**src/rtl/boot_data_pkg.sv**
```systemverilog
// Shared types and constants for the boot-data sender and its bootloader-side models.
// The cycle helper marks the states that run the shared reset-pulse / ack-timeout counter.
package boot_data_pkg;

  typedef enum logic [2:0] {
    IDLE,
    RST,
    FILL,
    REQ,
    REL,
    DONE,
    ERROR,
    ABORT
  } boot_state_e;

  localparam int WORD_BYTES = 4;
  localparam int BYTE_W     = 8;
  localparam int WORD_W     = WORD_BYTES * BYTE_W;

  localparam logic [1:0] LANE_FIRST = 2'd0;
  localparam logic [1:0] LANE_LAST  = 2'(WORD_BYTES - 1);

  function automatic logic counts_cycles(input boot_state_e s);
    return s inside {RST, REQ, REL, ABORT};
  endfunction

endpackage

```
**src/rtl/boot_word_packer.sv**
```systemverilog
// Packs source bytes big-endian into a 32-bit word. After byte_last it stops reading
// the source and fills the remaining lanes with PAD_BYTE, one lane per cycle.
module boot_word_packer
  import boot_data_pkg::*;
#(
  parameter logic [7:0] PAD_BYTE = 8'hFF
) (
  input  logic              clk,
  input  logic              reset_n,
  input  logic              clear_i,
  input  logic              enable_i,
  input  logic [BYTE_W-1:0] byte_data_i,
  input  logic              byte_valid_i,
  input  logic              byte_last_i,
  output logic              byte_ready_o,
  output logic [WORD_W-1:0] word_o,
  output logic              word_valid_o
);

  logic [WORD_W-1:0] shift_q, shift_d;
  logic [1:0]        lane_q, lane_d;
  logic              pad_q, pad_d;
  logic              take;
  logic [BYTE_W-1:0] in_byte;

  assign take         = enable_i & (pad_q | byte_valid_i);
  assign in_byte      = pad_q ? PAD_BYTE : byte_data_i;
  assign byte_ready_o = enable_i & ~pad_q;
  assign word_valid_o = take & (lane_q == LANE_LAST);
  assign word_o       = shift_q;

  always_comb begin
    shift_d = shift_q;
    lane_d  = lane_q;
    pad_d   = pad_q;
    if (clear_i) begin
      shift_d = '0;
      lane_d  = LANE_FIRST;
      pad_d   = 1'b0;
    end else if (take) begin
      shift_d = {shift_q[WORD_W-BYTE_W-1:0], in_byte};
      lane_d  = lane_q + 2'd1;
      if (byte_valid_i && byte_last_i) pad_d = 1'b1;
    end
  end

  always_ff @(posedge clk or negedge reset_n) begin
    if (!reset_n) begin
      shift_q <= '0;
      lane_q  <= LANE_FIRST;
      pad_q   <= 1'b0;
    end else begin
      shift_q <= shift_d;
      lane_q  <= lane_d;
      pad_q   <= pad_d;
    end
  end

endmodule

```
**src/rtl/boot_data_sender.sv**
```systemverilog
// Host-side initiator of the 32-bit boot-data req/ack handshake: resets the loader,
// streams packed words to it, counts acks and flags an ack timeout.
module boot_data_sender
  import boot_data_pkg::*;
#(
  parameter int unsigned WORD_COUNT   = 14336,
  parameter logic [7:0]  PAD_BYTE     = 8'hFF,
  parameter int unsigned RESET_CYCLES = 16,
  parameter int unsigned ACK_TIMEOUT  = 65535
) (
  input  logic        clk,
  input  logic        reset_n,
  input  logic        start,
  input  logic        abort,
  input  logic [7:0]  byte_data,
  input  logic        byte_valid,
  input  logic        byte_last,
  output logic        byte_ready,
  output logic [31:0] host_bootdata,
  output logic        host_bootdata_req,
  input  logic        host_bootdata_ack,
  output logic        host_reset,
  output logic        busy,
  output logic        done,
  output logic        error,
  output logic [15:0] words_sent
);

  localparam logic [15:0] WORDS_LAST = 16'(WORD_COUNT);
  localparam logic [15:0] RST_LAST   = 16'(RESET_CYCLES - 1);
  localparam logic [15:0] TO_LAST    = 16'(ACK_TIMEOUT - 1);

  boot_state_e state_q, state_d;
  logic [15:0] cnt_q, cnt_d;
  logic [15:0] words_q, words_d;
  logic        pack_clear;
  logic        word_valid;

  boot_word_packer #(.PAD_BYTE(PAD_BYTE)) u_packer (
    .clk         (clk),
    .reset_n     (reset_n),
    .clear_i     (pack_clear),
    .enable_i    (state_q == FILL),
    .byte_data_i (byte_data),
    .byte_valid_i(byte_valid),
    .byte_last_i (byte_last),
    .byte_ready_o(byte_ready),
    .word_o      (host_bootdata),
    .word_valid_o(word_valid)
  );

  // abort overrides everything outside IDLE, including a simultaneous start or ack
  always_comb begin
    state_d    = state_q;
    words_d    = words_q;
    pack_clear = 1'b0;
    if (abort && state_q != IDLE) begin
      state_d = ABORT;
    end else begin
      case (state_q)
        IDLE, DONE, ERROR: begin
          if (start && !abort) begin
            state_d    = RST;
            words_d    = '0;
            pack_clear = 1'b1;
          end
        end
        RST:   if (cnt_q == RST_LAST) state_d = FILL;
        FILL:  if (word_valid) state_d = REQ;
        REQ: begin
          if (host_bootdata_ack) begin
            state_d = REL;
            words_d = words_q + 16'd1;
          end else if (cnt_q == TO_LAST) begin
            state_d = ERROR;
          end
        end
        REL: begin
          if (!host_bootdata_ack) state_d = (words_q == WORDS_LAST) ? DONE : FILL;
          else if (cnt_q == TO_LAST) state_d = ERROR;
        end
        ABORT: if (cnt_q == RST_LAST) state_d = IDLE;
        default: state_d = IDLE;
      endcase
    end
    cnt_d = (state_d != state_q || !counts_cycles(state_q)) ? '0 : cnt_q + 16'd1;
  end

  always_ff @(posedge clk or negedge reset_n) begin
    if (!reset_n) begin
      state_q <= IDLE;
      cnt_q   <= '0;
      words_q <= '0;
    end else begin
      state_q <= state_d;
      cnt_q   <= cnt_d;
      words_q <= words_d;
    end
  end

  assign host_bootdata_req = (state_q == REQ);
  assign host_reset        = state_q inside {RST, ABORT};
  assign busy              = state_q inside {RST, FILL, REQ, REL, ABORT};
  assign done              = (state_q == DONE);
  assign error             = (state_q == ERROR);
  assign words_sent        = words_q;

endmodule
```
**config.mk**
```make
export PLATFORM = sky130hd
export DESIGN_NAME = boot_data_sender
export DESIGN_NICKNAME = d
export VERILOG_FILES = /design/src/rtl/boot_data_pkg.sv /design/src/rtl/boot_word_packer.sv /design/src/rtl/boot_data_sender.sv
export SDC_FILE = /design/constraint.sdc
export NUM_CORES = 1
export LEC_CHECK = 0
export CORE_MARGIN = 2
export CORE_UTILIZATION = 50
export DETAILED_ROUTE_END_ITERATION = 10
export PLACE_DENSITY_LB_ADDON = 0.25
export SETUP_SLACK_MARGIN = 0.1
export SLEW_MARGIN = 10
export SYNTH_ARGS = -nofsm -noshare
export SYNTH_HDL_FRONTEND = slang
export SYNTH_SLANG_ARGS = --single-unit
```
**constraint.sdc**
```tcl
create_clock -name clk -period 3 [get_ports clk]
set_clock_uncertainty 0.2 [all_clocks]
set_input_delay 0.6 -clock clk [delete_from_list [all_inputs] [get_ports clk]]
set_output_delay 0.6 -clock clk [all_outputs]
set_load 0.03 [all_outputs]
```
# Yosys cells after proc, flatten, opt, wreduce, memory -nomap -nowiden
# Cells that the tools add are included.
[totals]
reg_bits = 70
input_bits = 15
out_inout_bits = 54
[op_classes]
addsub = 3
eq_ne = 14
mux = 25
bitwise = 6
n_reduce_logical = 17
[op_table]
columns = ["operator", "n"]
rows = [
  ["$mux 32", 2],
  ["$mux 16", 3],
  ["$add 16x1->16 const B", 2],
  ["$pmux 16 s2", 1],
  ["$mux 3", 9],
  ["$pmux 3 s6", 1],
  ["$eq 16x14->1 const B", 1],
  ["$eq 16x16->1 const B", 1],
  ["$eq 16x4->1 const B", 1],
  ["$eq 3x3->1 const B", 4],
  ["$mux 8", 1],
  ["$reduce_bool 2->1", 4],
  ["$eq 3x2->1 const B", 2],
  ["$mux 1", 6],
  ["$reduce_bool 5->1", 1],
  ["$mux 2", 2],
  ["$reduce_and 4->1", 1],
  ["$reduce_bool 4->1", 1],
  ["$and 1x1->1", 3],
  ["$eq 3x1->1 const B", 1],
  ["$logic_and 1x1->1", 3],
  ["$logic_not 3->1", 1],
  ["$ne 3x3->1", 1],
  ["$reduce_bool 3->1", 1],
  ["10 further kinds", 12],
]

# Longest topological paths before layout
# Gate-level depths: netlist (run 1).
[logic_depth]
word_depth = 9
ltp_mapped = 9
depth_no_buf = 8

# By module
# From an unflattened synthesis (run 1), not the netlist that was laid out.
[hier_totals]
cells_unflattened = 386
hier_area_um2 = 4067.7
[modules_own_cells]
columns = ["module", "n_inst", "cells_per_inst", "area_each_um2", "seq_area_each_um2"]
rows = [
  ["boot_data_sender", 1, 246, 2364.8, 875.8],
  ["boot_word_packer", 1, 140, 1702.9, 875.8],
]

# Worst setup path before layout (run 1)
# OpenSTA, ideal clock, no wires.
[synth_path]
path_type = "reg-to-reg"
from = "register state_q[0]"
to = "register u_packer.lane_q[0]"
setup_ps = 121
arrival_time_ps = 2541
required_ps = 2679
slack_ps = 138
stages_incl_launch_ff = 9
path_cell_list = "dfrtp_1 inv_2 clkbuf_1 nor3_1 nor2_1 nor2b_1 buf_2 buf_2 nor2_1"
[synth_via]
elab_chain_cells = 5
word_cells_on_any_way = 12
[synth_rtl]
columns = ["item", "line", "rtl"]
rows = [
  ["start: declaration", "boot_data_sender.sv:33", "boot_state_e state_q, state_d;"],
  ["start signal: assignment", "boot_data_sender.sv:95", "state_q <= state_d;"],
  ["$eq 3x3->1 *", "n/a", ""],
  ["named net done", "boot_data_sender.sv:24", "output logic done,"],
  ["$reduce_or 3->1 *", "boot_data_sender.sv:60", "case (state_q)"],
  ["$mux 1 *", "boot_data_sender.sv:60", ""],
  ["$mux 1 *", "boot_data_sender.sv:57", "if (abort && state_q != IDLE) begin"],
  ["$mux 2 / $reduce_bool 2->1 (equally long branches)", "n/a", ""],
  ["end signal: assignment", "boot_word_packer.sv:54", "lane_q <= lane_d;"],
  ["end: declaration", "boot_word_packer.sv:21", "logic [1:0] lane_q, lane_d;"],
]
# The timed path passes the listed nets; every way through them passes the cells marked *.
# A chain may end at the register's enable or synchronous reset.

# Worst setup path in the final report (run 1)
[layout_path]
from = "register state_q[2]"
to = "output busy"
[layout_via]
elab_chain_cells = 2
word_cells_on_any_way = 6
[layout_rtl]
columns = ["item", "line", "rtl"]
rows = [
  ["$eq 3x1->1, or another cell as far along", "boot_data_sender.sv:103", "assign busy = state_q inside {RST, FILL, REQ, REL, ABORT};"],
  ["$reduce_bool 5->1 *", "boot_data_sender.sv:103", ""],
  ["end: declaration", "boot_data_sender.sv:23", "output logic busy,"],
]
# Mark *: on every way between the ends. The rest lies on a longest branch, timed or not.

==> qor.csv, run 1 <==
stage;metric;value;unit
status;status;complete, no violations;
logic_synthesis;syn_avg_cell_area;9.00;um^2
logic_synthesis;synth_edf_count;0;
critical_path;rrSetupSlack;0.36;ns
die;die_w;88.7;um
timing;period_share;88.9;%
global_route;antenna_found_initial;0;
cts;cts_hold_buf;0;
placement;io_buffer_count;68;
die;rows;30;
logic_synthesis;seq_area_frac_synth;48.8;%
placement;dp_hpwl;5800;um
timing;hold_viol_final;0;
die;fp.dieH;88.7;um
logic_synthesis;syn_area;3590;um^2
hold_path;hp-class;in -> async;
logic_synthesis;synthTopCellsByCount;dfrtp_1, nand2_1, a21oi_1;
cts;cts_max_path_buffers;2;
timing;setup_viol_count_final;0;
routing;drt-total-wl;8370;um
power_and_ir_drop;total_leakage_power;1.95;nW
critical_path;critPathMaxFanout;14;
routing;routed_via_density;5.53;
logic_synthesis;synth-main-ff-cell;dfrtp_1;
timing;max_freq;0.375;GHz
logic_synthesis;synth_top_area_share;48.8;%
timing;slew_headroom;39.5;%
die;ios;69;
timing;fin_hold_ws;0.0507;ns
cells_and_area;antennaDiodeCount;0;
logic_synthesis;synth_seq_cells;70;
routing;first_pass_iters;4;
cells_and_area;nets;488;
cts;path_clk_slew;0.08;ns
critical_path;startpoint;state_q[2];
critical_path;critPathLaunchType;flip-flop;
cts;clock-sinks;70;
timing;finalSetupTns;0;ns
critical_path;rr_worst_depth;7;
critical_path;critPathCaptureType;output pin;
flow_run;drv_cap;0;
global_route;grt_pass1_vias;2928;
global_route;overflow;0;
global_route;track_usage;22.8;%
global_route;grt_pass1_wl;13800;um
logic_synthesis;yosysMostFrequentCell;dfrtp_1;
die;initial_core_util;52.3;%
logic_synthesis;synth_cell_types;46;
cells_and_area;multi_input_area;1720;um^2
cts;root_buffer;clkbuf_8;
cells_and_area;drive_above_1_share;11.2;%
routing;drc;0;
power_and_ir_drop;ir_drop;0.409;mV
logic_synthesis;synth.largest_area_cell;dfrtp_1;
cts;cts_buffers;9;
placement;gp_congestion;0.937;
power_and_ir_drop;powerDensity;638;nW/um^2
cells_and_area;fillCellCount;578;
critical_path;crit_end;busy;
critical_path;worstPathArrival;1.87;ns
timing;tightestPinTransition;0.905;ns
logic_synthesis;synth_fp_nets;419;
cts;insertion_delay;0.35;ns
critical_path;rr_startpoint;cnt_q[0];
logic_synthesis;synthArstFlopShare;100;%
routing;num_vias;3145;
logic_synthesis;syn_inst;399;
logic_synthesis;yosysWarnings;0;
routing;first_iter_violations;193;
routing;wire_per_inst;14.7;um
critical_path;path_class;reg -> out;
cts;cts_tree;yes;
critical_path;critical_path_required;2.20;ns
cts;cts_max_level;3;
critical_path;worstReg2RegEnd;cnt_q[15];
cells_and_area;regArea;1750;um^2
global_route;grt_max_degree;45;
die;core;6870;um^2
timing;drv_slew;0;
logic_synthesis;yosys-top-cells-area;dfrtp_1, nand2_1, a21oi_1, nor3_1, nor2_1;
timing;timing.final.crit_period;2.67;ns
routing;route.antenna.remaining_nets;0;
timing;rsz0062_at_grt;no;
cells_and_area;area_growth;28.8;%
die;dieArea;7880;um^2
[kinds of logic after synthesis]
| kind of cell | share of synthesized area [%] |
|---|---|
| buf+inv | 4.04 |
| compound gates | 12.7 |
| simple gates | 26.9 |
| fa+ha+maj | 1.74 |
| xor+xnor | 5.85 |
| flops | 48.8 |
[how the worst min path moves through the flow]
stage / start / end / slack (ns) / cells past startpoint
finish: reset_n / words_sent[6] / 0.05 / 1
global route: reset_n / words_sent[8] / 0.09 / 1
CTS: reset_n / u_packer.word_o[30] / 0.06 / 1
detailed placement: cnt_q[0] / cnt_q[0] / 0.29 / 1
global placement: cnt_q[0] / cnt_q[0] / 0.28 / 1
floorplan: reset_n / cnt_q[0] / 0.10 / 0
[where the power goes]
part           switching [mW]  internal, mW  total [mW]
sequential              0.139          1.06        1.20
clock                   0.375         0.411       0.786
combinational           0.581         0.379       0.960
[cells in the final DEF, fill, tap and decap left out, drive strengths merged, types with 3 or more instances in the layout]
master,netlist,routed
a21oi,41,41
and3,6,6
buf,9,14
clkbuf,14,10
clkdlybuf4s50,0,63
clkinv,0,3
dfrtp,70,70
ha,5,5
inv,11,12
nand2,63,63
nand3,11,11
nand4,6,6
nor2,38,38
nor2b,4,4
nor3,41,41
nor4,5,5
o211ai,3,3
o21ai,16,16
or3,7,7
xnor2,16,16
xor2,8,8
[what timing repair did]
action,4_1_cts,5_1_grt
buffers inserted,0,0
endpoints found under the setup margin,3,8
gates resized for setup,3,3
pin swaps,0,0
[cell type report]
type	count	share of cell area, %
repair buffers	81	17.0
flip-flops and latches	70	37.9
inverters	11	0.893
well taps	96	2.60
clock inverters	6	1.49
multi-input cells	295	37.1
clock buffers	10	2.98
[state kept, by name (all words and copies together), names as in the netlist]
register	count
words_sent	16
state_q	3
u_packer.pad_q	1
u_packer.word_o	32
u_packer.lane_q	2
cnt_q	16
[critical path, stage by stage (launching register included)]
cell           delay [ns]
dfrtp_1              0.39
buf_4                0.19
inv_1                0.15
nor3_2               0.08
nor2_1               0.27
dlygate4sd2_1        0.44
[layer usage]
metal | vias to the layer above | global-route usage, % | routed length, um
met5 | - | 0 | 0
met4 | 0 | 7.58 | 108
met3 | 10 | 5.32 | 390
met2 | 80 | 36.2 | 4080
met1 | 1533 | 30.9 | 3790
li1 | 1522 | - | -
[per-stage QoR]
step / power (mW) / area [um^2] / util, % / setup slack [ns] / std cells
6_report: 2.95 / 4630 / 67.3 / 0.334 / 569
5_1_grt: 3.11 / 4630 / 67.3 / 0.206 / 569
4_1_cts: 2.96 / 4610 / 67.2 / 0.138 / 569
3_5_place_dp: 2.17 / 4400 / 64.1 / 0.0354 / 553
3_3_place_gp: 2.15 / 4400 / 64.1 / 0.0843 / 553
2_1_floorplan: 1.86 / 3590 / - / 0.138 / 399
Power figures use the tool's default switching activity.
==> run 2, diff against run 1 <==
Settings changed: SLEW_MARGIN 10 to 20.
==> results of run 2 <==
No change in the layout: final DEF, timing and power equal those of run 1.
==> variant 1, RTL diff (settings of run 2) <==
Take the reset off `words_q` and load it in a clocked block of its own.
--- a/src/rtl/boot_data_sender.sv
+++ b/src/rtl/boot_data_sender.sv
@@ -91,10 +91,12 @@
       state_q <= IDLE;
       cnt_q   <= '0;
-      words_q <= '0;
     end else begin
       state_q <= state_d;
       cnt_q   <= cnt_d;
-      words_q <= words_d;
     end
+  end
+
+  always_ff @(posedge clk) begin
+    words_q <= words_d;
   end
 
Function: same outputs for any inputs over 10 cycles, from zero or initial values and one cycle with reset_n low; that may be too few to reach the edited logic, so the function may still have changed.
==> variant 1 against run 2 <==
Total power up 18%; sequential share of layout area up 2.4 points; sequential cell count unchanged; synthesized cell count down 6.0%; cell area down 1.5%; synthesized area down 2.7%; clock power up 14%; worst setup slack worse by 0.068 ns; wire length down 5.3%; global-route usage down 0.87 points; largest power group unchanged.
==> variant 1: results <==
{
  "status": "complete, no violations",
  "clock_latency_ns": 0.34,
  "drtIter0Drc": 274,
  "synthTopCellsByCount": "66 x nand2_1, 54 x dfrtp_1, 51 x nor2_1",
  "clkTransAtPathRegs_ns": 0.07,
  "p_leak_nw": 1.83,
  "synth_area_leaders": "dfrtp_1 39%, edfxtp_1 14%, nand2_1 7.1%",
  "root_buffer": "clkbuf_8",
  "fillers": 591,
  "grt_use_total_pct": 21.9,
  "cts_setup_buffers": 0,
  "num_vias": 2926,
  "yosysUniqueCellTypes": 43,
  "drive_gt1_share_pct": 8.81,
  "vdd_drop_max_mv": 0.382,
  "cts.htree.levels": 3,
  "antenna_found_initial": 0,
  "hold_path_class": "primary input to asynchronous set/reset pin",
  "n_antenna_cell": 0,
  "synth.yosys.seq_area_share_pct": 52.4,
  "numCtsBuffers": 9,
  "final_nets": 469,
  "grt_start_max_net_pins": 43,
  "ctsHoldBuffers": 0,
  "firstDrtPassIters": 4,
  "arrival_ns": 1.93,
  "cts_buffer_depth": 2,
  "critPathMaxFanout": 13,
  "synth_nets": 395,
  "portBuffers": 68,
  "worst_pin_slew_ns": 0.906,
  "yosys_most_used_dff": "dfrtp_1",
  "largest_register_ffs": 32,
  "gp_congestion": 0.895,
  "grt_pass1_vias": 2841,
  "ys_warn_count": 0,
  "synth_edf_count": 16,
  "cp_slowest_cell": "clkdlybuf4s50_1",
  "synthArstFlopShare_pct": 77.1,
  "dp.final_hpwl_mm": 5.52,
  "wire_per_inst_um": 14.4,
  "grt_first_pass_wirelength_mm": 13.2,
  "max_stage_delay_ns": 0.68,
  "finalSetupTns_ns": 0
}
-- variant 1: cell types whose count changed in the layout (fill, tap and decap cells not counted), moves of 9 or more --
cell / run 2 / this run
dfrtp_1: 70 / 53
edfxtp_1: 0 / 16
nor3_2: 11 / 1
nor2_1: 38 / 49
xor2_1: 8 / 17
nor3_1: 29 / 20
-- variant 1: stage by stage --
| stage | instance area (µm²) | instances | hold slack, ns | utilization, % | setup WS, ns |
|---|---|---|---|---|---|
| after detailed placement | 4310 | 534 | 0.293 | 63.4 | 0.238 |
| after global placement | 4310 | 534 | 0.278 | 63.4 | 0.300 |
| after CTS | 4550 | 550 | 0.210 | 67.0 | 0.121 |
| after global routing | 4560 | 550 | 0.250 | 67.1 | 0.129 |
| after floorplan | 3490 | 375 | 0.104 | - | 0.668 |
| final | 4560 | 550 | 0.184 | 67.1 | 0.266 |
-- variant 1: area by class of cell --
type                            instances  area share [%]
Tap cell                               96            2.64
Timing Repair Buffer                   79            16.6
Clock inverter                          4            1.68
Inverter                                8           0.659
Sequential cell                        70            40.2
Multi-Input combinational cell        281            34.6
Clock buffer                           12            3.63
-- variant 1: path summary, 6_finish.rpt --
path	slack [ns]	to	cells after the start	startpoint
max in group asynchronous	1.73	u_packer.word_o[29]	2	reset_n
min in group clk	0.30	cnt_q[0]	1	cnt_q[0]
min reg2reg	0.30	cnt_q[0]	1	cnt_q[0]
max reg2reg	0.51	cnt_q[13]	7	cnt_q[6]
min	0.18	cnt_q[8]	1	reset_n
max	0.27	host_reset	4	state_q[1]
-- variant 1: metal layers --
layer	GRT usage, %	share of wire, %	vias to the layer above
li1	-	-	1447
met1	29.8	45	1395
met2	34.8	49	74
met3	3.68	4.0	10
met4	9.65	1.4	0
met5	0	0	-
-- variant 1: cell families after synthesis --
| family | synth area share [%] |
|---|---|
| xor+xnor | 6.27 |
| flops | 52.4 |
| compound gates | 10.7 |
| fa+ha+maj | 1.79 |
| mux | 0.573 |
| simple gates | 25.4 |
| buf+inv | 2.87 |
-- variant 1: power by group --
group | switching (W) | internal (W)
Combinational | 0.000731 | 0.000489
Sequential | 0.000196 | 0.00116
Clock | 0.000356 | 0.000539
-- variant 1: timing repair --
action,in CTS,in global routing
cloned,0,0
endpoints found under the setup margin,2,2
gates resized for setup,3,2
==> variant 2, RTL diff (flow settings as in run 2) <==
Made on the original files. Set the package constant `LANE_FIRST` to 2'd1 (it was 2'd0).
--- a/src/rtl/boot_data_pkg.sv
+++ b/src/rtl/boot_data_pkg.sv
@@ -18,5 +18,5 @@
   localparam int WORD_W     = WORD_BYTES * BYTE_W;
 
-  localparam logic [1:0] LANE_FIRST = 2'd0;
+  localparam logic [1:0] LANE_FIRST = 2'd1;
   localparam logic [1:0] LANE_LAST  = 2'(WORD_BYTES - 1);
 
Formal check against the unedited RTL: no difference found for any inputs over 10 cycles, from zero or initial values and one cycle with reset_n low; that may be too few to reach the edited logic, so the function may still have changed.
==> variant 2 against run 2 <==
Sequential cell count unchanged; wire length down 0.68%; highest routed layer unchanged; total power is 2.6% lower; clock power is 11% lower; synthesized cell count is the same; worst setup slack got worse by 0.15 ns; fmax down 5.2%; cell area shrank 0.41%; synthesized area shrank 0.28%.
==> variant 2: results <==
{
  "yosysUniqueCellTypes": 45,
  "ys_warn_count": 0,
  "critPathMaxFanout": 4,
  "clock_latency_ns": 0.34,
  "n_antenna_cell": 0,
  "final_nets": 490,
  "largest_register_ffs": 32,
  "routed_via_density": 5.52,
  "vdd_drop_max_mv": 0.405,
  "wire_per_inst_um": 14.5,
  "fin_cells": 571,
  "cts_buffer_depth": 2,
  "dpl.cell_count": 555,
  "grt_start_max_net_pins": 47,
  "status": "complete, no violations",
  "placed_area_um2": 4410,
  "root_buffer": "clkbuf_8",
  "synth_area_leaders": "dfrtp_1 48%, nand2_1 6.6%, a21oi_1 5.9%",
  "yosys_most_used_dff": "dfrtp_1",
  "grt_pass1_vias": 2901,
  "p_leak_nw": 1.89,
  "grt_use_total_pct": 22.6,
  "drtIter0Drc": 236,
  "firstDrtPassIters": 4,
  "arrival_ns": 2.01,
  "cts.htree.levels": 3,
  "antenna_found_initial": 0,
  "synth_nets": 419,
  "drive_gt1_share_pct": 11.2,
  "syn_inst": 399,
  "synthArstFlopShare_pct": 100,
  "gp_congestion": 0.894,
  "cts_setup_buffers": 0,
  "hold_path_class": "primary input to asynchronous set/reset pin",
  "numCtsBuffers": 9,
  "clkTransAtPathRegs_ns": 0.08,
  "cp_slowest_cell": "clkdlybuf4s50_1",
  "grt_first_pass_wirelength_mm": 14.0,
  "fillers": 555,
  "crit_family": "buffers and inverters",
  "synthTopCellsByCount": "69 x dfrtp_1, 63 x nand2_1, 42 x a21oi_1",
  "portBuffers": 68,
  "max_stage_delay_ns": 0.74,
  "worst_pin_slew_ns": 0.931,
  "dp.final_hpwl_mm": 5.79,
  "synth.yosys.seq_area_share_pct": 49.0
}
-- variant 2: report_power, final --
part / internal, W / switching, W / total (W)
Sequential: 0.00107 / 0.000141 / 0.00121
Clock: 0.000326 / 0.000374 / 0.000701
Combinational: 0.000383 / 0.000575 / 0.000958
-- variant 2: metrics by stage --
stage | total power, W | util [%] | setup WS [ns]
floorplan | 0.00187 | - | 0.150
global placement | 0.00216 | 64.2 | 0.137
detailed placement | 0.00218 | 64.2 | 0.0672
CTS | 0.00288 | 66.9 | 0.194
global route | 0.00304 | 67.1 | 0.127
finish | 0.00287 | 67.1 | 0.187
-- variant 2: kinds of logic (layout without fill, tap and decap cells) --
family                   count (synthesis)  after routing  synth area share (%)
adder cells (fa/ha/maj)                  5              5                  1.75
XOR/XNOR                                22             22                  5.38
AND/OR/NAND/NOR                        188            188                  26.7
buffers and inverters                   34            110                  3.98
AO/OA/AOI/OAI                           80             80                  13.2
flip-flops                              70             70                  49.0
-- variant 2: final timing paths --
| path | from | end | slack [ns] | depth (start not counted) |
|---|---|---|---|---|
| setup / recovery | state_q[2] | byte_ready | 0.19 | 3 |
| hold / removal | reset_n | words_sent[12] | 0.06 | 1 |
| setup reg to reg | cnt_q[0] | cnt_q[2] | 0.33 | 7 |
| hold reg to reg | cnt_q[0] | cnt_q[0] | 0.30 | 1 |
| max in group asynchronous | reset_n | u_packer.lane_q[0] | 1.83 | 2 |
| min in group clk | cnt_q[0] | cnt_q[0] | 0.30 | 1 |
-- variant 2: repair_timing --
item                                    in CTS  in global routing
endpoints found under the hold margin        0                  0
gates resized for setup                      1                  2
endpoints found under the setup margin       1                 10
-- variant 2: layout make-up --
cell class / count / area [µm²] / share of cell area, %
Clock buffer: 10 / 138 / 2.99
Clock inverter: 6 / 46.3 / 1.00
Inverter: 11 / 41.3 / 0.896
Multi-Input combinational cell: 295 / 1710 / 37.1
Sequential cell: 70 / 1750 / 38.0
Tap cell: 96 / 120 / 2.61
Timing Repair Buffer: 83 / 800 / 17.4
-- variant 2: metal layers --
| layer | up-vias | routed length (µm) | track usage [%] |
|---|---|---|---|
| met3 | 16 | 320 | 3.54 |
| met4 | 0 | 155 | 8.82 |
| met5 | - | 0 | 0 |
| met2 | 85 | 3850 | 33.4 |
| met1 | 1510 | 3980 | 33.4 |
| li1 | 1539 | - | - |
